**src/rtl/riscv_pkg.sv**
```systemverilog
// Shared constants and types for the decode-stage hazard controller.
package riscv_pkg;

  localparam int NUM_REGS     = 32;
  localparam int REG_AW       = 5;
  localparam int SB_W         = 3;
  localparam int FLUSH_CYCLES = 2;

  // Scoreboard value marking a register owned by the long-latency unit.
  localparam logic [SB_W-1:0] LONG_TAG = 3'd7;

  typedef enum logic [1:0] {
    S_RUN,
    S_STALL,
    S_FLUSH
  } hz_state_e;

endpackage

```
**src/rtl/dec_scoreboard.sv**
```systemverilog
// Register scoreboard: one countdown per architectural register giving the
// cycles until its pending result can be forwarded, plus the tracking of the
// single in-flight long-latency (mul/div) destination.
module dec_scoreboard
  import riscv_pkg::*;
(
  input  logic              clk,
  input  logic              reset,
  input  logic              flush,
  input  logic              wr_en,
  input  logic              wr_long,
  input  logic [REG_AW-1:0] wr_adr,
  input  logic [SB_W-1:0]   wr_val,
  input  logic              long_done,
  input  logic [REG_AW-1:0] rs1_adr,
  input  logic [REG_AW-1:0] rs2_adr,
  output logic [SB_W-1:0]   rs1_tag,
  output logic [SB_W-1:0]   rs2_tag,
  output logic              long_busy_q
);

  logic [SB_W-1:0]   sb_q [NUM_REGS];
  logic [REG_AW-1:0] long_rd_q;
  logic              done_eff;

  // A completion pulse with nothing in flight is meaningless and dropped.
  assign done_eff = long_done & long_busy_q;

  assign rs1_tag = sb_q[rs1_adr];
  assign rs2_tag = sb_q[rs2_adr];

  // Per-entry countdown with clear-on-done and issue-write priority; x0 pinned to 0.
  always_ff @(posedge clk) begin
    if (reset) begin
      // NOTE: the array is only 32x3 flops and a stale nonzero entry would
      // stall decode forever, so it is reset like any other state.
      for (int i = 0; i < NUM_REGS; i++) sb_q[i] <= '0;
      long_rd_q   <= '0;
      long_busy_q <= 1'b0;
    end else if (flush) begin
      for (int i = 0; i < NUM_REGS; i++) sb_q[i] <= '0;
      long_busy_q <= 1'b0;
    end else begin
      sb_q[0] <= '0;
      for (int i = 1; i < NUM_REGS; i++) begin
        // NOTE: non-blocking assignments here mean every entry sees the
        // pre-edge value of sb_q, so the loop order cannot leak between entries.
        if (wr_en && wr_adr == REG_AW'(i)) begin
          sb_q[i] <= wr_val;
        end else if (done_eff && long_rd_q == REG_AW'(i)) begin
          sb_q[i] <= '0;
        end else if (sb_q[i] != '0 && !(long_busy_q && long_rd_q == REG_AW'(i))) begin
          sb_q[i] <= sb_q[i] - SB_W'(1);
        end
      end
      // A new long issue in the same cycle as done overrides the clear.
      if (wr_en && wr_long) begin
        long_busy_q <= 1'b1;
        long_rd_q   <= wr_adr;
      end else if (done_eff) begin
        long_busy_q <= 1'b0;
      end
    end
  end

endmodule

```
**src/rtl/dec_hazard_ctrl.sv**
```systemverilog
// Decode-stage hazard control: detects data and structural hazards against
// the register scoreboard, stalls/issues/bubbles, and sequences pipeline flush.
module dec_hazard_ctrl #(
  parameter logic [2:0] LONG_TAG = riscv_pkg::LONG_TAG
) (
  input  logic        clk,
  input  logic        reset,
  input  logic        dec_instr_v_i,
  input  logic        dec_rs1_v_i,
  input  logic [4:0]  dec_rs1_adr_i,
  input  logic        dec_rs2_v_i,
  input  logic [4:0]  dec_rs2_adr_i,
  input  logic        dec_rd_v_i,
  input  logic [4:0]  dec_rd_adr_i,
  input  logic [2:0]  dec_lat_i,
  input  logic        dec_long_op_i,
  input  logic        long_op_done_i,
  input  logic        flush_v_q_i,
  output logic        stall_o,
  output logic        issue_o,
  output logic        bubble_o,
  output logic        long_busy_q_o,
  output logic [31:0] stall_cnt_q_o
);

  import riscv_pkg::SB_W;
  import riscv_pkg::FLUSH_CYCLES;
  import riscv_pkg::hz_state_e;
  import riscv_pkg::S_RUN;
  import riscv_pkg::S_STALL;
  import riscv_pkg::S_FLUSH;

  hz_state_e       state_q;
  logic [1:0]      flush_cnt_q;
  logic [SB_W-1:0] rs1_tag;
  logic [SB_W-1:0] rs2_tag;
  logic            data_haz;
  logic            struct_haz;
  logic            sb_wr_en;
  logic [SB_W-1:0] sb_wr_val;

  assign data_haz   = (dec_rs1_v_i && rs1_tag != '0) || (dec_rs2_v_i && rs2_tag != '0);
  assign struct_haz = dec_long_op_i && long_busy_q_o && !long_op_done_i;

  // Combinational stall / issue / bubble decision for the decode instruction.
  always_comb begin
    // NOTE: defaults first so every path assigns every output and no latch forms.
    stall_o  = 1'b0;
    issue_o  = 1'b0;
    bubble_o = 1'b0;
    if (state_q == S_FLUSH) begin
      bubble_o = 1'b1;
    end else begin
      stall_o  = dec_instr_v_i && (data_haz || struct_haz);
      bubble_o = stall_o;
      // The flush cycle itself must not let an instruction into EXE.
      issue_o  = dec_instr_v_i && !stall_o && !flush_v_q_i;
    end
  end

  // Writes to x0 are discarded so they can never create a hazard.
  assign sb_wr_en  = issue_o && dec_rd_v_i && (dec_rd_adr_i != '0);
  assign sb_wr_val = dec_long_op_i ? LONG_TAG : dec_lat_i - 3'd1;

  dec_scoreboard u_sb (
    .clk         (clk),
    .reset       (reset),
    .flush       (flush_v_q_i),
    .wr_en       (sb_wr_en),
    .wr_long     (dec_long_op_i),
    .wr_adr      (dec_rd_adr_i),
    .wr_val      (sb_wr_val),
    .long_done   (long_op_done_i),
    .rs1_adr     (dec_rs1_adr_i),
    .rs2_adr     (dec_rs2_adr_i),
    .rs1_tag     (rs1_tag),
    .rs2_tag     (rs2_tag),
    .long_busy_q (long_busy_q_o)
  );

  // RUN/STALL/FLUSH sequencing; flush from any state restarts the FLUSH window.
  always_ff @(posedge clk) begin
    if (reset) begin
      state_q     <= S_RUN;
      flush_cnt_q <= '0;
    end else if (flush_v_q_i) begin
      state_q     <= S_FLUSH;
      flush_cnt_q <= '0;
    end else begin
      case (state_q)
        S_RUN:   if (stall_o) state_q <= S_STALL;
        S_STALL: if (!stall_o) state_q <= S_RUN;
        S_FLUSH: begin
          if (flush_cnt_q == 2'(FLUSH_CYCLES - 1)) state_q <= S_RUN;
          else flush_cnt_q <= flush_cnt_q + 2'd1;
        end
        default: state_q <= S_RUN;
      endcase
    end
  end

  // Saturating stall-cycle counter.
  always_ff @(posedge clk) begin
    if (reset) begin
      stall_cnt_q_o <= '0;
    end else if (stall_o && stall_cnt_q_o != '1) begin
      stall_cnt_q_o <= stall_cnt_q_o + 32'd1;
    end
  end

endmodule
```
**config.mk**
```make
export PLATFORM = sky130hd
export DESIGN_NAME = dec_hazard_ctrl
export DESIGN_NICKNAME = d
export VERILOG_FILES = /design/src/rtl/riscv_pkg.sv /design/src/rtl/dec_scoreboard.sv /design/src/rtl/dec_hazard_ctrl.sv
export SDC_FILE = /design/constraint.sdc
export NUM_CORES = 1
export LEC_CHECK = 0
export ABC_AREA = 1
export CAP_MARGIN = 20
export CORE_MARGIN = 3
export CORE_UTILIZATION = 30
export CTS_CLUSTER_SIZE = 20
export DETAILED_ROUTE_END_ITERATION = 10
export SLEW_MARGIN = 20
export SYNTH_ARGS = -nofsm -noshare
export SYNTH_HDL_FRONTEND = slang
export SYNTH_HIERARCHICAL = 1
export SYNTH_SLANG_ARGS = --single-unit
```
**constraint.sdc**
```tcl
create_clock -name clk -period 4.4 [get_ports clk]
set_clock_uncertainty 0.1 [all_clocks]
set_input_delay 1.32 -clock clk [delete_from_list [all_inputs] [get_ports clk]]
set_output_delay 1.32 -clock clk [all_outputs]
set_load 0.005 [all_outputs]
```
Yosys cells after proc, flatten, opt, wreduce, memory -nomap -nowiden
Memories as Yosys holds them, arrays and structs flattened.
Index checks and enable logic that the tools add are counted.

word-level totals
  latch bits = 0
  input bits = 27
  RAM bits = 96
  logic and storage cells = 1064
  bits in registers = 42
  memory bits (read-only) = 0
  memories kept = 1

memories
  name       words  bits a word  read ports  clocked after memory_dff  wr ports  line                  source
  u_sb.sb_q  32     3            33          0                         32        dec_scoreboard.sv:22  logic [SB_W-1:0] sb_q [NUM_REGS];

operators by class
  equal/unequal tests = 72
  $add $sub $neg = 34
  mux-type cells = 610
  bitwise operators = 129
  multipliers = 0
  divide/modulo/power cells = 0
  reductions and logical operators = 212
  magnitude comparators = 0
  shifts and indexed selects = 0

operator list
  kind                                                                count
  1-bit 2-to-1 mux                                                    478
  3-bit 2-to-1 mux                                                    127
  5-bit == test, second input constant                                32
  1-bit logical AND                                                   135
  1-bit OR                                                            126
  3-bit nonzero test                                                  33
  3-bit by 1-bit subtractor with 3-bit output, second input constant  32
  5-bit by 4-bit == test with 1-bit output, second input constant     16
  5-bit by 3-bit == test with 1-bit output, second input constant     8
  1-bit zero test                                                     34
  32-bit by 1-bit adder with 32-bit output, second input constant     1
  32-bit != test, second input constant                               1
  5-bit by 2-bit == test with 1-bit output, second input constant     4
  5-bit by 1-bit == test with 1-bit output, second input constant     2
  2-bit 2-to-1 mux                                                    4
  3-bit != test, second input constant                                2
  2-bit case mux with 3 select lines                                  1
  3-bit AND reduction                                                 2
  5-bit nonzero test                                                  1
  2-bit by 1-bit == test with 1-bit output, second input constant     2
  2-bit != test, second input constant                                2
  2-bit AND reduction                                                 2
  3-bit by 2-bit != test with 1-bit output, second input constant     1
  2-bit by 1-bit adder with 2-bit output, second input constant       1
  8 further kinds                                                     10

Logic depth before layout (Yosys ltp)
An unclocked memory read counts as a cell.

  depth in word-level cells = 20
  depth in mapped cells = 28

Cells and area by module
Netlist, hierarchy kept.

modules (own cells, without submodules)
  module           cells each  times used  area an instance (um^2)
  dec_scoreboard   1351        1           8913.5
  dec_hazard_ctrl  409         1           2411.1

Worst setup path after synthesis
OpenSTA, ideal clock, no wires.

  path type = in2out
  start = in dec_rs2_adr_i[0]
  end = out stall_o
  path buffers = 3
  stages on the path = 17
  arrival time = 3051 ps
  path slack = -71 ps
  data required time = 2980 ps
  path through = buf_2 -> inv_1 -> clkbuf_1 -> nand2_1 -> nand3_1 -> nand3_1 -> nand3_1 -> nand2_1 -> nand2_1 -> nand2_1 -> nor2_1 -> nand2_1 -> nand2_1 -> nand3_1 -> nand3_1 -> clkbuf_1 -> inv_1

between the ends
  word-level cells in the longest chain between the ends = 7

RTL lines
  item                    line                   source
  from (decl)             dec_hazard_ctrl.sv:12  input logic [4:0] dec_rs2_adr_i,
  memory read 32 x 3 bit  -
  named net rs2_tag[1]    dec_hazard_ctrl.sv:36  logic [SB_W-1:0] rs2_tag;
  3-bit nonzero test      dec_hazard_ctrl.sv:42  assign data_haz = (dec_rs1_v_i && rs1_tag != '0) || (dec_rs2_v_i && rs2_tag != '0);
  1-bit logical AND       dec_hazard_ctrl.sv:42
  1-bit logical OR        dec_hazard_ctrl.sv:42
  1-bit logical OR        dec_hazard_ctrl.sv:54  stall_o = dec_instr_v_i && (data_haz || struct_haz);
  1-bit logical AND       dec_hazard_ctrl.sv:54
  1-bit 2-to-1 mux        dec_hazard_ctrl.sv:51  if (state_q == S_FLUSH) begin
  to (decl)               dec_hazard_ctrl.sv:19  output logic stall_o,

The timed path passes the listed nets, and every way through them passes these cells.

Worst setup path after layout
  start = in dec_rs1_adr_i[0]
  end = out issue_o

between the ends
  word-level cells in the longest chain between the ends = 10

RTL lines
  item                            line                   source
  from (decl)                     dec_hazard_ctrl.sv:10  input logic [4:0] dec_rs1_adr_i,
  memory read 32 x 3 bit          -
  named net rs1_tag[0]            dec_hazard_ctrl.sv:35  logic [SB_W-1:0] rs1_tag;
  3-bit nonzero test              dec_hazard_ctrl.sv:42
  1-bit logical AND               dec_hazard_ctrl.sv:42
  1-bit logical OR                dec_hazard_ctrl.sv:42
  1-bit logical OR                dec_hazard_ctrl.sv:54
  1-bit logical AND               dec_hazard_ctrl.sv:54
  1-bit zero test                 dec_hazard_ctrl.sv:57  issue_o = dec_instr_v_i && !stall_o && !flush_v_q_i;
  1-bit logical AND (2 in a row)  dec_hazard_ctrl.sv:57
  1-bit 2-to-1 mux                dec_hazard_ctrl.sv:51
  to (decl)                       dec_hazard_ctrl.sv:20  output logic issue_o,

The timed path passes the listed nets, and every way through them passes these cells.

==> qor.yml <==
synth:
  synthCells: 1760
  synth_sequential_area_ratio_pct: 32.1
  synth.area.mux_share_pct: 0
  synth_area_leaders: "edfxtp_1 25%, nand2_1 18%, nand3_1 10%"
  yosysTopAreaCell: "edfxtp_1"
  synth_fa_ha_area_share_pct: 7.18
  synth_area_sq_mm: 0.0113
  synth_simple_gate_area_share_pct: 40.1
  netlist.area_leader.share_pct: 24.7
  synthesis.nets: 1852
  ys_seq_elements: 135
  synth_xor_area_share_pct: 1.24
  synth_top_family_by_area: "simple AND/OR/NAND/NOR gates"
  synth_area_per_cell_sq_um: 6.43
  synth_compound_area_share_pct: 9.46
  synthDistinctLibCells: 36
  yosysWarnings: 6
setup_path:
  cp.arrival_ns: 3.00
  startpoint_type: "primary input"
  crit_top_cell: "nand2_1"
  path_cells: "buf_12 > inv_16 > nor2_4 > buf_12 > nand2_1 > nand4_1 > nand3_2 > nand3_2 > nand2_1 > nor2_1 > nand2_1 > nand2_2 > nand3_4 > or2_4 > inv_2 > buf_2"
  crit_required_ns: 2.98
  slowest_stage: "or2_4"
  worstSetupPathType: "primary input to output port"
  crit_path_end_kind: "output port"
  cp_slowest_stage_delay_ns: 0.26
  path_max_fanout: 8
cts:
  clkLatencyLatePin_ns: 0.43
  cts_tree: "yes"
  clock-sinks: 135
  cts-root-buf: "clkbuf_16"
  htree_levels: 4
  cts.path.max_buffers: 2
  cts_buffers: 17
  clk_transition_reported_paths_ns: 0.06
die:
  initial_utilization_pct: 30.7
  fp.dieW_microns: 200
  core_region_area_sq_mm: 0.0369
  die_area_sq_mm: 0.0401
  ios: 63
  die_h_microns: 200
  std_cell_rows: 70
routing:
  drc_errors: 0
  dr.first_iter.drc_count: 1350
  routedWlPerCell_microns: 18.0
  firstDrtPassIters: 6
  vias: 12600
  vias_per_cell: 5.26
  wl_mm: 42.9
  ant_nets: 0
global_route:
  grt_pass1_vias: 12100
  grt_max_degree: 58
  antenna_found_initial: 3
  grt_usage_pct: 20.7
  grt-ovfl-total: 0
  grt_pass1_wl_mm: 66.1
final_layout:
  finish.utilization_pct: 38.4
  syn2layout_area_growth_pct: 25.1
  multi_input_area_sq_mm: 0.00673
  instances_no_fill: 2390
  drive_above_1_share_pct: 11.9
  insertedDiodeCount: 0
  seqCellArea_sq_mm: 0.00363
  fin_nets: 1965
  fillers: 3891
  final_area_sq_mm: 0.0142
pwr:
  p_comb_share_pct: 25.7
  p_int_uw: 2710
  power.net_switching_uw: 1360
  vdd.ir_drop.worst_uv: 272
  power_leakage_uw: 0.00608
  swShare_pct: 33.3
  total_power_uw: 4070
  p_clk_share_pct: 36.0
  cellPowerDensity_mw_per_mm2: 287
  seq_power_share_pct: 38.3
timing:
  finalSetupViolations: 2
  fin_crit_ns: 4.42
  post-route-period-util_pct: 101
  fmax_ghz: 0.226
  tightest_slew_ns: 0.734
  setup_slack_ns: -0.0249
  finalMaxSlewViolations: 0
  tns_ns: -0.0332
  relSlewSlack_pct: 51.0
  rsz0062_at_grt: "yes"
  finalHoldViolations: 0
placement:
  gp_congestion: 0.977
  dpl-instance-area_sq_mm: 0.0130
  place_inst: 2345
  dpl.hpwl_mm: 31.0
  port_buffers: 62
worst_hold_path:
  hold_class: "flop to flop"
outcome:
  violations: "setup timing"
  outcome: "complete, but fails checks"
flow_run:
  drv_cap: 0
cells by family (layout without fill, tap and decap cells):
kind of cell / count (synthesis) / in the layout
AO/OA/AOI/OAI: 193 / 193
XOR/XNOR: 16 / 16
buffers and inverters: 281 / 407
flip-flops: 135 / 135
adder cells (fa/ha/maj): 65 / 65
AND/OR/NAND/NOR: 1070 / 1070
stage by stage:
step / setup WS (ns) / hold WS, ns
global placement: -1.25 / 0.311
floorplan: 0.00722 / 0.298
finish: -0.0249 / 0.325
detailed placement: -1.21 / 0.313
CTS: 0.00111 / 0.328
global route: -0.0979 / 0.346
worst max-delay path: cells and delay by family:
kind	cells	cell delay [ns]
buffers and inverters	5	0.46
AND/OR/NAND/NOR	11	1.18
power groups by stage:
stage               clock (uW)  sequential, uW  combinational [uW]
CTS                       1500            1560                 991
finish                    1470            1560                1040
global route              1550            1570                1170
detailed placement           0            1580                 947
floorplan                    0            1550                 623
global placement             0            1580                 941
sequential cells by signal, summed over array words and instances (netlist names):
signal,flops
flush_cnt_q,2
stall_cnt_q_o,32
state_q,2
u_sb/long_busy_q,1
u_sb/long_rd_q,5
u_sb/sb_q,93
per-layer routing:
| metal | part of all wire (%) | wire, microns | global-route usage (%) | up-vias |
|---|---|---|---|---|
| met2 | 45 | 19100 | 33.1 | 588 |
| met1 | 44 | 18800 | 27.7 | 5841 |
| met4 | 3.4 | 1480 | 7.93 | 6 |
| met5 | 0.091 | 39 | 0 | - |
| li1 | - | - | - | 6025 |
| met3 | 8.2 | 3540 | 3.93 | 104 |
placed cells by master (no fill, tap or decap), types with 43 or more instances in the layout:
cell	synthesis	routed
nand3_1	228	213
edfxtp_1	93	93
o21ai_0	50	47
a21oi_1	71	63
nor2_1	234	230
inv_1	198	189
ha_1	65	65
nand2_1	528	522
o22ai_1	43	43
buf_4	3	78
clkdlybuf4s50_1	0	50
area by class of cell:
class | count | area share (%)
Sequential cell | 135 | 25.7
Tap cell | 504 | 4.45
Multi-Input combinational cell | 1344 | 47.5
Inverter | 207 | 5.70
Clock inverter | 11 | 0.786
Clock buffer | 21 | 3.34
Timing Repair Buffer | 168 | 12.5
synthesized netlist by cell type:
master / instances
a21oi_1: 71
nand2_2: 5
o22ai_1: 43
nor4_1: 3
xor2_1: 9
nor3_1: 11
a21o_1: 4
or2_2: 1
buf_1: 5
ha_1: 65
xnor2_1: 7
clkinv_1: 3
nand4_1: 34
o21bai_1: 1
a41oi_1: 3
buf_2: 25
nor2_2: 12
edfxtp_1: 93
nor3_2: 2
buf_4: 3
a31oi_1: 8
nand3b_1: 4
buf_6: 4
dfxtp_1: 42
nand2_1: 528
o21ai_0: 50
inv_1: 198
o21ai_1: 6
inv_2: 6
o211ai_1: 6
nand3_2: 1
o21a_1: 1
nand3_1: 228
nor2_1: 234
nor2_4: 7
clkbuf_1: 37
what timing repair did:
item,CTS,global route
hold buffers,0,0
buffers inserted,4,0
gates cloned,4,5
pin swaps,13,15
setup endpoints to repair,189,125
resized for setup,91,43
final timing paths:
kind | start | end | slack (ns) | depth (start not counted)
setup / recovery | dec_rs1_adr_i[0] | issue_o | -0.02 | 16
hold / removal | state_q[1] | state_q[0] | 0.32 | 1
setup reg to reg | u_sb/sb_q[7][0] | u_sb/sb_q[5][0] | 0.89 | 23
hold reg to reg | state_q[1] | state_q[0] | 0.32 | 1
Power figures use the tool's default switching activity.
